File: src/rtl/ls_mem_access.sv
`default_nettype none
// +----------------------------------------------------------------------------+
// | Module      : ls_mem_access                                                |
// | Description : Load/store execute stage. It runs one outstanding data-bus   |
// |               request/ack transaction and formats big-endian load data.    |
// | Revision    : 1.0 - initial release                                        |
// +----------------------------------------------------------------------------+
module ls_mem_access #(
    parameter int WAIT_LIMIT = 1023
) (
    input  logic        clk,
    input  logic        reset,
    input  logic        en_dec,
    input  logic        we,
    input  logic [1:0]  mode,
    input  logic        exts,
    input  logic        return_dout,
    input  logic        do_request,
    input  logic [31:0] addr,
    input  logic [31:0] wdata,
    output logic        stall,
    output logic        dbus_req,
    output logic        dbus_we,
    output logic [29:0] dbus_addr,
    output logic [3:0]  dbus_be,
    output logic [31:0] dbus_wdata,
    input  logic        dbus_ack,
    input  logic [31:0] dbus_rdata,
    output logic [31:0] result,
    output logic        result_valid,
    output logic        misaligned,
    output logic        bus_error
);

    localparam logic [0:0]            c_IDLE  = 1'b0;
    localparam logic [0:0]            c_REQ   = 1'b1;
    localparam int                    c_CNT_W = (WAIT_LIMIT > 1) ? $clog2(WAIT_LIMIT) : 1;
    localparam logic [c_CNT_W-1:0]    c_LAST  = c_CNT_W'(WAIT_LIMIT - 1);

    logic [0:0]         r_state;
    logic [c_CNT_W-1:0] r_cnt;
    logic [31:0]        r_addr;
    logic               r_we;
    logic [1:0]         r_mode;
    logic               r_exts;
    logic               r_ret;
    logic [3:0]         r_be;
    logic [31:0]        r_wdata;
    logic [31:0]        r_result;
    logic               r_rv;
    logic               r_mis;
    logic               r_berr;

    logic [0:0]  w_state_nxt;
    logic        w_accept;
    logic        w_aligned;
    logic        w_issue;
    logic        w_misal;
    logic        w_addr_ret;
    logic        w_ack;
    logic        w_timeout;
    logic [3:0]  w_be_nxt;
    logic [31:0] w_wdata_nxt;
    logic [7:0]  w_byte;
    logic [15:0] w_half;
    logic [31:0] w_load;
    logic        w_rv_nxt;
    logic [31:0] w_result_nxt;

    // Only IDLE accepts ops; en_dec during a stall is dropped (and flagged below).
    assign w_accept   = (r_state == c_IDLE) && en_dec && (mode != 2'd0);
    assign w_issue    = w_accept && do_request && w_aligned;
    assign w_misal    = w_accept && do_request && !w_aligned;
    assign w_addr_ret = w_accept && !do_request && !return_dout;
    assign w_ack      = (r_state == c_REQ) && dbus_ack;
    assign w_timeout  = (r_state == c_REQ) && !dbus_ack && (r_cnt == c_LAST);

    always_comb begin
        w_aligned = 1'b1;
        case (mode)
            2'd2:    w_aligned = !addr[0];
            2'd3:    w_aligned = (addr[1:0] == 2'b00);
            default: w_aligned = 1'b1;
        endcase
    end

    always_ff @(posedge clk) begin
        if (reset) begin
            r_state  <= c_IDLE;
            r_cnt    <= '0;
            r_addr   <= '0;
            r_we     <= 1'b0;
            r_mode   <= 2'd0;
            r_exts   <= 1'b0;
            r_ret    <= 1'b0;
            r_be     <= 4'd0;
            r_wdata  <= '0;
            r_result <= '0;
            r_rv     <= 1'b0;
            r_mis    <= 1'b0;
            r_berr   <= 1'b0;
        end else begin
            r_state  <= w_state_nxt;
            r_result <= w_result_nxt;
            r_rv     <= w_rv_nxt;
            r_mis    <= w_misal;
            r_berr   <= w_timeout;
            if (w_issue) begin
                r_addr  <= addr;
                r_we    <= we;
                r_mode  <= mode;
                r_exts  <= exts;
                r_ret   <= return_dout;
                r_be    <= w_be_nxt;
                r_wdata <= w_wdata_nxt;
                r_cnt   <= '0;
            end else if (r_state == c_REQ) begin
                r_cnt <= r_cnt + 1'b1;
            end
        end
    end

    always_comb begin
        w_state_nxt = r_state;
        case (r_state)
            c_IDLE:  if (w_issue) w_state_nxt = c_REQ;
            c_REQ:   if (w_ack || w_timeout) w_state_nxt = c_IDLE;
            default: w_state_nxt = c_IDLE;
        endcase
    end

    always_comb begin
        w_be_nxt    = 4'b0000;
        w_wdata_nxt = wdata;
        case (mode)
            2'd1: begin
                w_be_nxt    = 4'b1000 >> addr[1:0];
                w_wdata_nxt = {4{wdata[7:0]}};
            end
            2'd2: begin
                w_be_nxt    = addr[1] ? 4'b0011 : 4'b1100;
                w_wdata_nxt = {2{wdata[15:0]}};
            end
            2'd3:    w_be_nxt = 4'b1111;
            default: w_be_nxt = 4'b0000;
        endcase

        // Byte offset 0 lives in the most significant lane (big-endian).
        w_byte = dbus_rdata[31:24];
        case (r_addr[1:0])
            2'd0:    w_byte = dbus_rdata[31:24];
            2'd1:    w_byte = dbus_rdata[23:16];
            2'd2:    w_byte = dbus_rdata[15:8];
            default: w_byte = dbus_rdata[7:0];
        endcase
        w_half = r_addr[1] ? dbus_rdata[15:0] : dbus_rdata[31:16];

        case (r_mode)
            2'd1:    w_load = {{24{r_exts & w_byte[7]}}, w_byte};
            2'd2:    w_load = {{16{r_exts & w_half[15]}}, w_half};
            default: w_load = dbus_rdata;
        endcase

        w_rv_nxt     = 1'b0;
        w_result_nxt = r_result;
        if (w_ack) begin
            if (!r_we) begin
                w_rv_nxt     = 1'b1;
                w_result_nxt = w_load;
            end else if (!r_ret) begin
                w_rv_nxt     = 1'b1;
                w_result_nxt = r_addr;
            end
        end else if (w_addr_ret) begin
            w_rv_nxt     = 1'b1;
            w_result_nxt = addr;
        end
    end

    assign stall        = (r_state == c_REQ);
    assign dbus_req     = (r_state == c_REQ);
    assign dbus_we      = r_we;
    assign dbus_addr    = r_addr[31:2];
    assign dbus_be      = r_be;
    assign dbus_wdata   = r_wdata;
    assign result       = r_result;
    assign result_valid = r_rv;
    assign misaligned   = r_mis;
    assign bus_error    = r_berr;

    a_no_op_while_stall: assert property (@(posedge clk) disable iff (reset) !(en_dec && stall));

endmodule
`default_nettype wire

File: config.mk
export PLATFORM = sky130hd
export DESIGN_NAME = ls_mem_access
export DESIGN_NICKNAME = d
export VERILOG_FILES = /design/src/rtl/ls_mem_access.sv
export SDC_FILE = /design/constraint.sdc
export NUM_CORES = 1
export LEC_CHECK = 0
export CAP_MARGIN = 0
export CORE_AREA = 2 2 140 108
export DETAILED_ROUTE_END_ITERATION = 10
export DIE_AREA = 0 0 142 110
export PLACE_DENSITY = 0.78
export RECOVER_POWER = 50
export SLEW_MARGIN = 20
export SYNTH_ARGS = -nofsm -noshare
export SYNTH_HDL_FRONTEND = slang
export SYNTH_SLANG_ARGS = --single-unit
File: constraint.sdc
create_clock -name clk -period 2.3 [get_ports clk]
set_input_delay 0.575 -clock clk [delete_from_list [all_inputs] [get_ports clk]]
set_output_delay 0.575 -clock clk [all_outputs]
set_load 0.02 [all_outputs]
==> impl_metrics.py, run 1 <==
metrics = {
    "global_route": {
        "grt_pass1_vias": 5786,
        "grt_util_all_layers": 0.252,
        "number_of_antenna_violations_at_the_first_check_in_global_routing": 0,
        "overflow": 0,
        "grt_max_degree": 33,
        "grt_first_pass_wirelength_mm": 30.7,
    },
    "floorplanning": {
        "die_height_um": 110,
        "chipWidth_um": 142,
        "floorplan.rows": 38,
        "initial_utilization": 0.404,
        "io_pins": 210,
        "floorplan.die_area_um2": 15600,
        "coreArea_um2": 14200,
    },
    "power_and_ir_drop": {
        "cellInternalPower_mw": 4.52,
        "p_comb_frac": 0.167,
        "ir_worst_vdd_mv": 0.589,
        "netSwitchingFraction": 0.262,
        "cellPowerDensity_nw_per_um2": 690,
        "power.static_leakage_nw": 3.63,
        "power_frac_clock": 0.470,
        "total_switching_power_mw": 1.60,
        "share_seq_of_total_power": 0.364,
    },
    "drt": {
        "post_drt_antenna_nets": 0,
        "drt-initial-drc-count": 565,
        "via_per_inst": 5.65,
        "route.vias.total": 6189,
        "post-route-drc-count": 0,
        "pre_antenna_drt_iters": 5,
        "post_drt_wl_per_cell_um": 18.3,
        "routed_wl_mm": 20.1,
    },
    "clocking": {
        "path_clk_slew_ns": 0.06,
        "clk_latency_ns": 0.41,
        "cts.sinks": 119,
        "ctsRootBufferMaster": "sky130_fd_sc_hd__clkbuf_16",
        "post_cts_hold_buffer_count": 0,
        "cts.path.max_buffers": 2,
        "cts_inserted_buffers": 17,
        "cts_tree": "built",
        "cts.htree.levels": 4,
    },
    "run": {
        "drv_cap": 0,
    },
    "finish": {
        "summed_area_of_non_filler_cells_in_the_final_layout_um2": 8860,
        "synthToLayoutAreaGrowth_pct": 54.3,
        "antenna_cells": 0,
        "drive_gt1_frac": 0.119,
        "final_nets": 1016,
        "nFillCells": 1200,
    },
    "placed_design": {
        "gp_congestion": 0.933,
        "hpwl_mm": 14.8,
        "postPlaceCellArea_um2": 8210,
        "place.port_buffers": 209,
    },
    "setup_path": {
        "critical_path_required_ns": 2.65,
        "data_arrival_time_at_the_worst_slack_endpoint_ns": 2.55,
        "timing.critical_path.fanout_max": 8,
        "timing_worst_setup_path_type": "in -> reg",
        "cpPeakStageDelay_ns": 0.39,
        "cp-end-kind": "register",
        "critical_path.cell_chain": "clkdlybuf4s15_1 -> inv_1 -> ha_2 -> or3b_4 -> buf_6 -> nor3_4 -> buf_6 -> buf_4 -> nor3_1 -> or4_1 -> a21oi_1",
        "path_common_cell": "sky130_fd_sc_hd__buf_6",
        "r2r_cells": 8,
        "setup.worst_path.start_class": "primary input",
        "critPathSlowestCell": "sky130_fd_sc_hd__or4_1",
    },
    "sta": {
        "finalClockSkew_ns": 0.00857,
        "layout_worst_path_cycle_share": 0.959,
        "finalWorstPathRequiredPeriod_ns": 2.21,
        "grt_setup_unrepaired": "false",
        "max_clock_freq_mhz": 453,
        "timing_max_transition_violations_final": 0,
        "hold_viol": 0,
        "setup_total_negative_slack_ns": 0,
        "tightest_slew_ns": 0.469,
        "final-setup-viol-count": 0,
        "max_slew_margin": 0.688,
    },
    "synth": {
        "synth_area_um2": 5740,
        "netlist-cell-type-count": 52,
        "yosys_warnings": 0,
        "sequential_area_share_after_synthesis": 0.415,
        "post_synth.cell_area_avg_um2": 8.33,
        "synth_edf_count": 0,
        "prevailing_post_synth_register_cell": "sky130_fd_sc_hd__dfxtp_1",
        "syn-instance-count": 690,
        "postSynth.asyncResetShare": 0,
        "syn_nets": 804,
        "synth-seq-cells": 119,
    },
    "outcome": {
        "run_status": "complete, no violations",
    },
    "hold_path": {
        "min-delay-path-class": "reg -> reg",
        "hold_depth": 2,
    },
}
## layout by cell type (no fill, tap or decap), types with 4 or more instances in the layout
cell type                         synthesis  final
sky130_fd_sc_hd__clkbuf_1                35      5
sky130_fd_sc_hd__nor3b_1                 10     10
sky130_fd_sc_hd__nand3_1                 15     15
sky130_fd_sc_hd__a22oi_1                 15     15
sky130_fd_sc_hd__nand4_1                  5      5
sky130_fd_sc_hd__a211oi_1                 7      7
sky130_fd_sc_hd__a221o_1                  8      8
sky130_fd_sc_hd__a311oi_1                13     12
sky130_fd_sc_hd__bufinv_16                0      4
sky130_fd_sc_hd__a32o_1                   4      4
sky130_fd_sc_hd__dlygate4sd3_1            0     73
sky130_fd_sc_hd__a21oi_1                 31     29
sky130_fd_sc_hd__mux2i_1                  7      7
sky130_fd_sc_hd__ha_1                     8      7
sky130_fd_sc_hd__o22ai_1                  4      4
sky130_fd_sc_hd__xor2_1                   5      5
sky130_fd_sc_hd__buf_12                   0      8
sky130_fd_sc_hd__a311o_1                  4      4
sky130_fd_sc_hd__buf_4                   34     52
sky130_fd_sc_hd__nand2_1                 68     68
sky130_fd_sc_hd__nor2b_1                  4      4
sky130_fd_sc_hd__o211ai_1                 5      5
sky130_fd_sc_hd__inv_1                   13     13
sky130_fd_sc_hd__o21ai_0                 62     62
sky130_fd_sc_hd__nor2_1                  82     82
sky130_fd_sc_hd__clkbuf_16                0     17
sky130_fd_sc_hd__dfxtp_1                119    119
sky130_fd_sc_hd__a22o_1                  43     43
sky130_fd_sc_hd__nor3_1                  19     19
sky130_fd_sc_hd__or4_1                   16     16
sky130_fd_sc_hd__or3_1                    6      6
sky130_fd_sc_hd__clkdlybuf4s50_1          0    133
## Yosys cell counts (all sizes together), types with 2 or more instances
cell type,number,share of area
a311oi,13,0.020
or3,6,0.0065
a2111oi,2,0.0031
o21ai,62,0.054
mux2,2,0.0039
nor3b,10,0.013
and3,3,0.0033
a22o,43,0.066
a311o,4,0.0070
o22ai,4,0.0044
nand3b,2,0.0026
nand2,68,0.044
nand4,5,0.0054
a211oi,7,0.0091
ha,8,0.017
inv,13,0.0085
xor2,5,0.0076
or2,2,0.0022
nand3,15,0.013
nor3,20,0.019
a22oi,15,0.020
and2,3,0.0033
or4,16,0.021
nor2b,4,0.0044
a221o,8,0.014
a31oi,3,0.0033
dfxtp,119,0.41
a32o,4,0.0070
buf,50,0.059
o211ai,5,0.0065
a21oi,31,0.027
clkbuf,36,0.024
a21o,3,0.0039
nor2,82,0.054
mux2i,7,0.012
## registers in the layout, summed over array words and instances (netlist names)
register / cells
dbus_be: 4
dbus_req: 1
misaligned: 1
r_cnt: 10
dbus_we: 1
bus_error: 1
r_addr: 32
r_ret: 1
r_mode: 2
r_exts: 1
result_valid: 1
result: 32
dbus_wdata: 32
## kinds of logic after synthesis
kind of cell | Yosys count | synth area share
xor gates and xnor gates | 6 | 0.00915
buffers and inverters | 99 | 0.0917
muxes | 9 | 0.0161
and+or+nand+nor | 240 | 0.199
adders and majority gates | 8 | 0.0174
AOI/OAI and AO/OA | 209 | 0.252
DFF | 119 | 0.415
## timing repair
item	CTS	global route
setup buffers	1	1
setup endpoints to repair	27	11
cloned	0	0
gates resized for setup	9	2
pin swaps	4	3
## metrics by stage
| stage | setup WS, ns | cells | hold WS [ns] | total power, mW | util |
|---|---|---|---|---|---|
| 2_1_floorplan | 0.00221 | 690 | 0.458 | 2.73 | - |
| 3_3_place_gp | -0.544 | 1061 | 0.435 | 3.28 | 0.577 |
| 3_5_place_dp | -0.595 | 1061 | 0.444 | 3.30 | 0.577 |
| 4_1_cts | 0.00956 | 1094 | 0.457 | 6.17 | 0.624 |
| 5_1_grt | 0.0194 | 1095 | 0.463 | 6.31 | 0.623 |
| 6_report | 0.0936 | 1095 | 0.448 | 6.12 | 0.623 |
## worst max-delay path, delay by kind of cell
| kind | cells | cell delay [ns] |
|---|---|---|
| and+or+nand+nor | 4 | 1.01 |
| buffers and inverters | 5 | 0.66 |
| adders and majority gates | 1 | 0.18 |
| AOI/OAI and AO/OA | 1 | 0.11 |
## cell type report
| type | count | area (um^2) | area share |
|---|---|---|---|
| clock buffer | 18 | 439 | 0.0496 |
| clock inverter | 14 | 198 | 0.0223 |
| inverter | 13 | 48.8 | 0.00551 |
| multi-input combinational | 472 | 2860 | 0.323 |
| sequential | 119 | 2380 | 0.269 |
| tap | 180 | 225 | 0.0254 |
| timing repair buffer | 279 | 2710 | 0.305 |
## power by group through the flow
stage          clock network (mW)  logic (mW)  registers (mW)
6_report                     2.87        1.02            2.23
5_1_grt                      2.99        1.09            2.23
4_1_cts                      2.91        1.04            2.23
3_5_place_dp                    0        1.03            2.27
3_3_place_gp                    0        1.02            2.27
2_1_floorplan                   0       0.399            2.33
## layer usage
layer,track usage,share of wire
met2,0.394,0.44
met5,0,0
met1,0.337,0.43
met4,0.0971,0.025
met3,0.0652,0.10
## path summary, 6_finish.rpt
| check | slack (ns) | to | startpoint |
|---|---|---|---|
| min reg2reg | 0.45 | dbus_wdata[15] | dbus_wdata[15] |
| max reg2reg | 0.25 | result[1] | r_mode[0] |
| min | 0.45 | dbus_wdata[15] | dbus_wdata[15] |
| max | 0.09 | result[22] | mode[1] |
Note: power is estimated with default switching activity, not from simulation.
==> run 2: changes to the inputs <==
--- a/config.mk
+++ b/config.mk
@@ -6,10 +6,12 @@
 export NUM_CORES = 1
 export LEC_CHECK = 0
 export CAP_MARGIN = 0
-export CORE_AREA = 2 2 140 108
+export CELL_PAD_IN_SITES_DETAIL_PLACEMENT = 0
+export CELL_PAD_IN_SITES_GLOBAL_PLACEMENT = 1
+export CORE_AREA = 2 2 166 127
 export DETAILED_ROUTE_END_ITERATION = 10
-export DIE_AREA = 0 0 142 110
-export PLACE_DENSITY = 0.78
+export DIE_AREA = 0 0 168 129
+export PLACE_DENSITY = 0.77
 export RECOVER_POWER = 50
 export SLEW_MARGIN = 20
 export SYNTH_ARGS = -nofsm -noshare
==> run 2 against run 1 <==
- largest cell class unchanged
- core utilization is 18 points lower
- count of clock-buffer cells in the layout is 3 higher
- critical path type unchanged
- sequential share of layout area is 0.076 points lower
==> impl_metrics.py, run 2 (synthesis gave the netlist of run 1 again) <==
metrics = {
    "sta": {
        "max_slew_margin": 0.585,
        "worst_hold_slack_ns": 0.446,
        "hold_viol": 0,
        "finalClockSkew_ns": 0.00754,
        "final-setup-viol-count": 0,
        "timing.final.ws_setup_ns": 0.0980,
        "finalWorstPathRequiredPeriod_ns": 2.20,
        "tightest_slew_ns": 0.620,
        "max_clock_freq_mhz": 454,
        "setup_total_negative_slack_ns": 0,
        "timing_max_transition_violations_final": 0,
        "grt_setup_unrepaired": "false",
        "layout_worst_path_cycle_share": 0.957,
    },
    "global_route": {
        "grt_max_degree": 40,
        "number_of_antenna_violations_at_the_first_check_in_global_routing": 0,
        "grt_util_all_layers": 0.202,
        "grt_first_pass_wirelength_mm": 33.3,
        "grt_pass1_vias": 5855,
        "overflow": 0,
    },
    "floorplanning": {
        "coreArea_um2": 20000,
        "floorplan.die_area_um2": 21700,
        "io_pins": 210,
        "die_height_um": 129,
        "floorplan.rows": 45,
        "initial_utilization": 0.287,
        "chipWidth_um": 168,
    },
    "placed_design": {
        "place.detailed.instances": 1133,
        "hpwl_mm": 16.0,
        "gp_congestion": 0.826,
        "place.port_buffers": 209,
        "postPlaceCellArea_um2": 8260,
        "pre_cts_slack_ns": -0.612,
    },
    "finish": {
        "layout_commonest_cell": "sky130_fd_sc_hd__dfxtp_1",
        "summed_area_of_non_filler_cells_in_the_final_layout_um2": 8890,
        "drive_gt1_frac": 0.118,
        "nFillCells": 1981,
        "layout_common_cells": "sky130_fd_sc_hd__dfxtp_1, sky130_fd_sc_hd__clkdlybuf4s50_1, sky130_fd_sc_hd__dlygate4sd3_1",
        "final_nets": 1014,
        "final-instance-count-excl-fill": 1171,
        "core_occupancy_in_the_finished_layout": 0.445,
        "antenna_cells": 0,
        "synthToLayoutAreaGrowth_pct": 54.7,
    },
    "setup_path": {
        "timing_worst_setup_path_type": "in -> reg",
        "critical_path.cell_chain": "dlygate4sd2_1 -> inv_1 -> ha_2 -> or3b_4 -> nor3_4 -> buf_6 -> buf_12 -> buf_4 -> nor3_1 -> or4_1 -> a21oi_1",
        "delay_heaviest_family_cp": "simple AND/OR/NAND/NOR gates",
        "setup.worst_path.start_class": "primary input",
        "worst-path-buf-inv": 5,
        "cp-end-kind": "register",
        "data_arrival_time_at_the_worst_slack_endpoint_ns": 2.55,
        "cpPeakStageDelay_ns": 0.42,
        "timing.critical_path.fanout_max": 5,
        "critPathSlowestCell": "sky130_fd_sc_hd__or4_1",
        "critical_path_required_ns": 2.65,
    },
    "power_and_ir_drop": {
        "fin_total_pwr_mw": 5.69,
        "ir_worst_vdd_mv": 0.331,
        "cellPowerDensity_nw_per_um2": 641,
        "power.static_leakage_nw": 3.64,
    },
    "drt": {
        "pre_antenna_drt_iters": 5,
        "route.vias.total": 6039,
        "drt-initial-drc-count": 522,
        "via_per_inst": 5.16,
        "post_drt_antenna_nets": 0,
        "post_drt_wl_per_cell_um": 18.6,
        "post-route-drc-count": 0,
        "routed_wl_mm": 21.8,
    },
    "hold_path": {
        "min-delay-path-class": "reg -> reg",
    },
    "clocking": {
        "path_clk_slew_ns": 0.06,
        "ctsRootBufferMaster": "sky130_fd_sc_hd__clkbuf_16",
        "cts.sinks": 119,
        "cts_inserted_buffers": 17,
        "cts.htree.levels": 4,
        "post_cts_hold_buffer_count": 0,
        "cts.path.max_buffers": 2,
        "cts_tree": "built",
        "clk_latency_ns": 0.42,
    },
    "outcome": {
        "run_status": "complete, no violations",
    },
    "run": {
        "drv_cap": 0,
    },
}
run 2: cell count changes in the layout (fill, tap and decap cells not counted), moves of 2 or more:
cell / before / now
sky130_fd_sc_hd__bufinv_16: 4 / 0
sky130_fd_sc_hd__inv_6: 3 / 1
sky130_fd_sc_hd__clkbuf_8: 1 / 3
sky130_fd_sc_hd__clkinv_2: 2 / 4
sky130_fd_sc_hd__clkinvlp_4: 2 / 5
sky130_fd_sc_hd__clkdlybuf4s50_1: 133 / 115
sky130_fd_sc_hd__dlygate4sd3_1: 73 / 91
sky130_fd_sc_hd__clkinv_4: 3 / 1
run 2: worst paths after layout:
kind	from	to	slack, ns	cells past startpoint
setup / recovery	mode[0]	result[23]	0.1	11
hold / removal	dbus_wdata[9]	dbus_wdata[9]	0.45	2
setup reg to reg	r_mode[1]	result[1]	0.31	8
hold reg to reg	dbus_wdata[9]	dbus_wdata[9]	0.45	2
run 2: timing repair:
action | 4_1_cts | 5_1_grt
pin swaps | 3 | 0
gates resized for setup | 10 | 1
endpoints found under the hold margin | 0 | 0
setup buffers | 6 | 0
gates cloned | 1 | 0
setup endpoints to repair | 78 | 1
run 2: power breakdown:
group | total [mW] | internal (mW) | switching (mW)
Clock | 2.45 | 1.46 | 0.999
Combinational | 1.02 | 0.499 | 0.518
Sequential | 2.22 | 2.16 | 0.0666
run 2: worst min-delay path, stage by stage, from the launching register on:
cell	delay (ns)
sky130_fd_sc_hd__dfxtp_1	0.32
sky130_fd_sc_hd__nand2_1	0.04
sky130_fd_sc_hd__o21ai_0	0.05
run 2: cell type report:
class,count,area (um^2),share of cell area
multi-input combinational,472,2860,0.322
tap,258,323,0.0363
timing repair buffer,277,2730,0.307
inverter,13,48.8,0.00549
clock buffer,21,470,0.0529
sequential,119,2380,0.268
clock inverter,11,75.1,0.00845
run 2: layer usage:
| metal | part of all wire | up-vias | track usage |
|---|---|---|---|
| met4 | 0.018 | 0 | 0.0639 |
| met2 | 0.44 | 277 | 0.315 |
| met3 | 0.096 | 28 | 0.0754 |
| li1 | - | 2901 | - |
| met1 | 0.45 | 2833 | 0.261 |
| met5 | 0 | - | 0 |
==> run 3: changes to the inputs <==
--- a/config.mk
+++ b/config.mk
@@ -8,9 +8,9 @@
 export CAP_MARGIN = 0
 export CELL_PAD_IN_SITES_DETAIL_PLACEMENT = 0
 export CELL_PAD_IN_SITES_GLOBAL_PLACEMENT = 1
-export CORE_AREA = 2 2 166 127
+export CORE_AREA = 5 5 169 130
 export DETAILED_ROUTE_END_ITERATION = 10
-export DIE_AREA = 0 0 168 129
+export DIE_AREA = 0 0 174 135
 export PLACE_DENSITY = 0.77
 export RECOVER_POWER = 50
 export SLEW_MARGIN = 20
==> run 3 against run 2 <==
- first-iteration DRC count down 22%
- sequential power barely moved
- global-route usage fell by 1.6 points
- highest routed layer unchanged
- sequential share of layout area is 0.16 points lower
- setup slack got worse by 0.061 ns
- count of clock-buffer cells in the layout down 2
- critical path depth shrank 1
- non-clock buffer count decreased by 3
- total power grew 0.96%
==> impl_metrics.py, run 3 (synthesis gave the netlist of run 1 again) <==
metrics = {
    "floorplanning": {
        "initial_utilization": 0.287,
        "chipWidth_um": 174,
        "coreArea_um2": 20000,
        "floorplan.die_area_um2": 23500,
        "die_height_um": 135,
        "io_pins": 210,
        "floorplan.rows": 45,
    },
    "setup_path": {
        "r2r_cells": 8,
        "timing_worst_setup_path_type": "in -> reg",
        "timing.rr.start": "r_mode[1]",
        "critical_path.cell_chain": "clkdlybuf4s50_1 -> or3b_4 -> buf_6 -> nor3_4 -> buf_6 -> buf_12 -> or2_4 -> bufbuf_16 -> nor2_1 -> a211oi_1",
        "worst-r2r-setup-slack_ns": 0.24,
        "data_arrival_time_at_the_worst_slack_endpoint_ns": 2.60,
        "setup.worst_path.start_class": "primary input",
        "worst_r2r_endpoint": "result[1]",
        "cpPeakStageDelay_ns": 0.46,
        "critical_path_required_ns": 2.64,
        "path_common_cell": "sky130_fd_sc_hd__buf_6",
        "critPathSlowestCell": "sky130_fd_sc_hd__clkdlybuf4s50_1",
        "timing.critical_path.fanout_max": 7,
        "cp-end-kind": "register",
    },
    "sta": {
        "grt_setup_unrepaired": "true",
        "tightest_slew_ns": 0.575,
        "final-setup-viol-count": 0,
        "timing_max_transition_violations_final": 0,
        "hold_viol": 0,
        "layout_worst_path_cycle_share": 0.984,
        "finalClockSkew_ns": 0.0107,
        "max_slew_margin": 0.616,
        "timing.final.ws_setup_ns": 0.0369,
        "finalWorstPathRequiredPeriod_ns": 2.26,
        "max_clock_freq_mhz": 442,
        "worst_hold_slack_ns": 0.450,
        "setup_total_negative_slack_ns": 0,
    },
    "clocking": {
        "cts.path.max_buffers": 2,
        "path_clk_slew_ns": 0.06,
        "cts.htree.levels": 4,
        "ctsRootBufferMaster": "sky130_fd_sc_hd__clkbuf_16",
        "post_cts_hold_buffer_count": 0,
        "cts_inserted_buffers": 17,
        "cts_tree": "built",
        "clk_latency_ns": 0.42,
        "cts.sinks": 119,
    },
    "placed_design": {
        "postPlaceCellArea_um2": 8280,
        "hpwl_mm": 16.3,
        "pre_cts_slack_ns": -0.609,
        "place.port_buffers": 209,
        "place.detailed.instances": 1132,
        "gp_congestion": 0.837,
    },
    "hold_path": {
        "min-delay-start": "dbus_wdata[30]",
        "min-delay-path-class": "reg -> reg",
        "timing.hold.worst_endpoint": "dbus_wdata[30]",
        "hold_depth": 2,
    },
    "power_and_ir_drop": {
        "total_switching_power_mw": 1.66,
        "cellInternalPower_mw": 4.09,
        "p_comb_frac": 0.186,
        "cellPowerDensity_nw_per_um2": 643,
        "share_seq_of_total_power": 0.387,
        "power.static_leakage_nw": 3.36,
        "netSwitchingFraction": 0.289,
        "ir_worst_vdd_mv": 0.454,
        "power_frac_clock": 0.426,
    },
    "run": {
        "drv_cap": 0,
    },
    "finish": {
        "nFillCells": 1987,
        "layout_commonest_cell": "sky130_fd_sc_hd__clkdlybuf4s50_1",
        "layout_common_cells": "sky130_fd_sc_hd__clkdlybuf4s50_1, sky130_fd_sc_hd__dfxtp_1, sky130_fd_sc_hd__nor2_1",
        "final-instance-count-excl-fill": 1172,
        "final_nets": 1011,
        "summed_area_of_non_filler_cells_in_the_final_layout_um2": 8940,
        "synthToLayoutAreaGrowth_pct": 55.6,
        "drive_gt1_frac": 0.124,
    },
    "outcome": {
        "run_status": "complete, no violations",
    },
    "drt": {
        "post-route-drc-count": 0,
        "post_drt_antenna_nets": 0,
        "route.vias.total": 5968,
        "routed_wl_mm": 22.5,
        "via_per_inst": 5.09,
        "post_drt_wl_per_cell_um": 19.2,
        "pre_antenna_drt_iters": 5,
        "drt-initial-drc-count": 405,
    },
    "global_route": {
        "grt_first_pass_wirelength_mm": 34.4,
        "number_of_antenna_violations_at_the_first_check_in_global_routing": 3,
        "overflow": 0,
        "grt_max_degree": 33,
        "grt_pass1_vias": 5801,
        "grt_util_all_layers": 0.186,
    },
}
==> run 3: power by group through the flow <==
| stage | sequential, mW | clock, mW | combinational, mW |
|---|---|---|---|
| finish | 2.23 | 2.45 | 1.07 |
| global route | 2.24 | 2.59 | 1.15 |
| CTS | 2.22 | 2.50 | 1.07 |
| detailed placement | 2.27 | 0 | 1.05 |
| global placement | 2.27 | 0 | 1.04 |
| floorplan | 2.33 | 0 | 0.399 |
==> run 3: worst max-delay path: cells and delay by family <==
family,cells,cell delay [ns]
AOI/OAI and AO/OA,1,0.15
and+or+nand+nor,4,0.73
buffers and inverters,5,1.14
==> run 3: how the worst max path moves through the flow <==
stage | cells past startpoint | startpoint | slack (ns) | end
after floorplan | 8 | mode[0] | 0.002 | result[11]
after CTS | 12 | mode[1] | 0.02 | result[30]
after global routing | 10 | en_dec | -0.04 | result[4]
after global placement | 8 | mode[0] | -0.57 | result[9]
final | 10 | en_dec | 0.04 | result[3]
after detailed placement | 8 | mode[0] | -0.61 | result[11]
==> run 3: area by class of cell <==
type | instances | area [um^2] | area share
Clock inverter | 13 | 104 | 0.0116
Timing Repair Buffer | 274 | 2750 | 0.308
Tap cell | 258 | 323 | 0.0361
Sequential cell | 119 | 2380 | 0.266
Multi-Input combinational cell | 472 | 2890 | 0.323
Clock buffer | 19 | 433 | 0.0484
Inverter | 13 | 48.8 | 0.00546
Antenna cell | 4 | 10.0 | 0.00112
==> run 3: what timing repair did <==
item / 4_1_cts / 5_1_grt
gates cloned: 3 / 0
endpoints found under the setup margin: 38 / 33
gates resized for setup: 9 / 13
buffers inserted: 3 / 1
pin swaps: 9 / 3
==> run 3: stage by stage <==
step	power [mW]	util
after floorplan	2.73	-
after global placement	3.31	0.413
after detailed placement	3.31	0.413
after CTS	5.79	0.446
after global routing	5.98	0.446
final	5.75	0.446
==> run 3: layer usage <==
layer	track usage	vias to the layer above	part of all wire
met5	0	-	0
met4	0.0655	0	0.019
met3	0.0599	33	0.072
met2	0.275	221	0.42
met1	0.256	2818	0.48
li1	-	2896	-
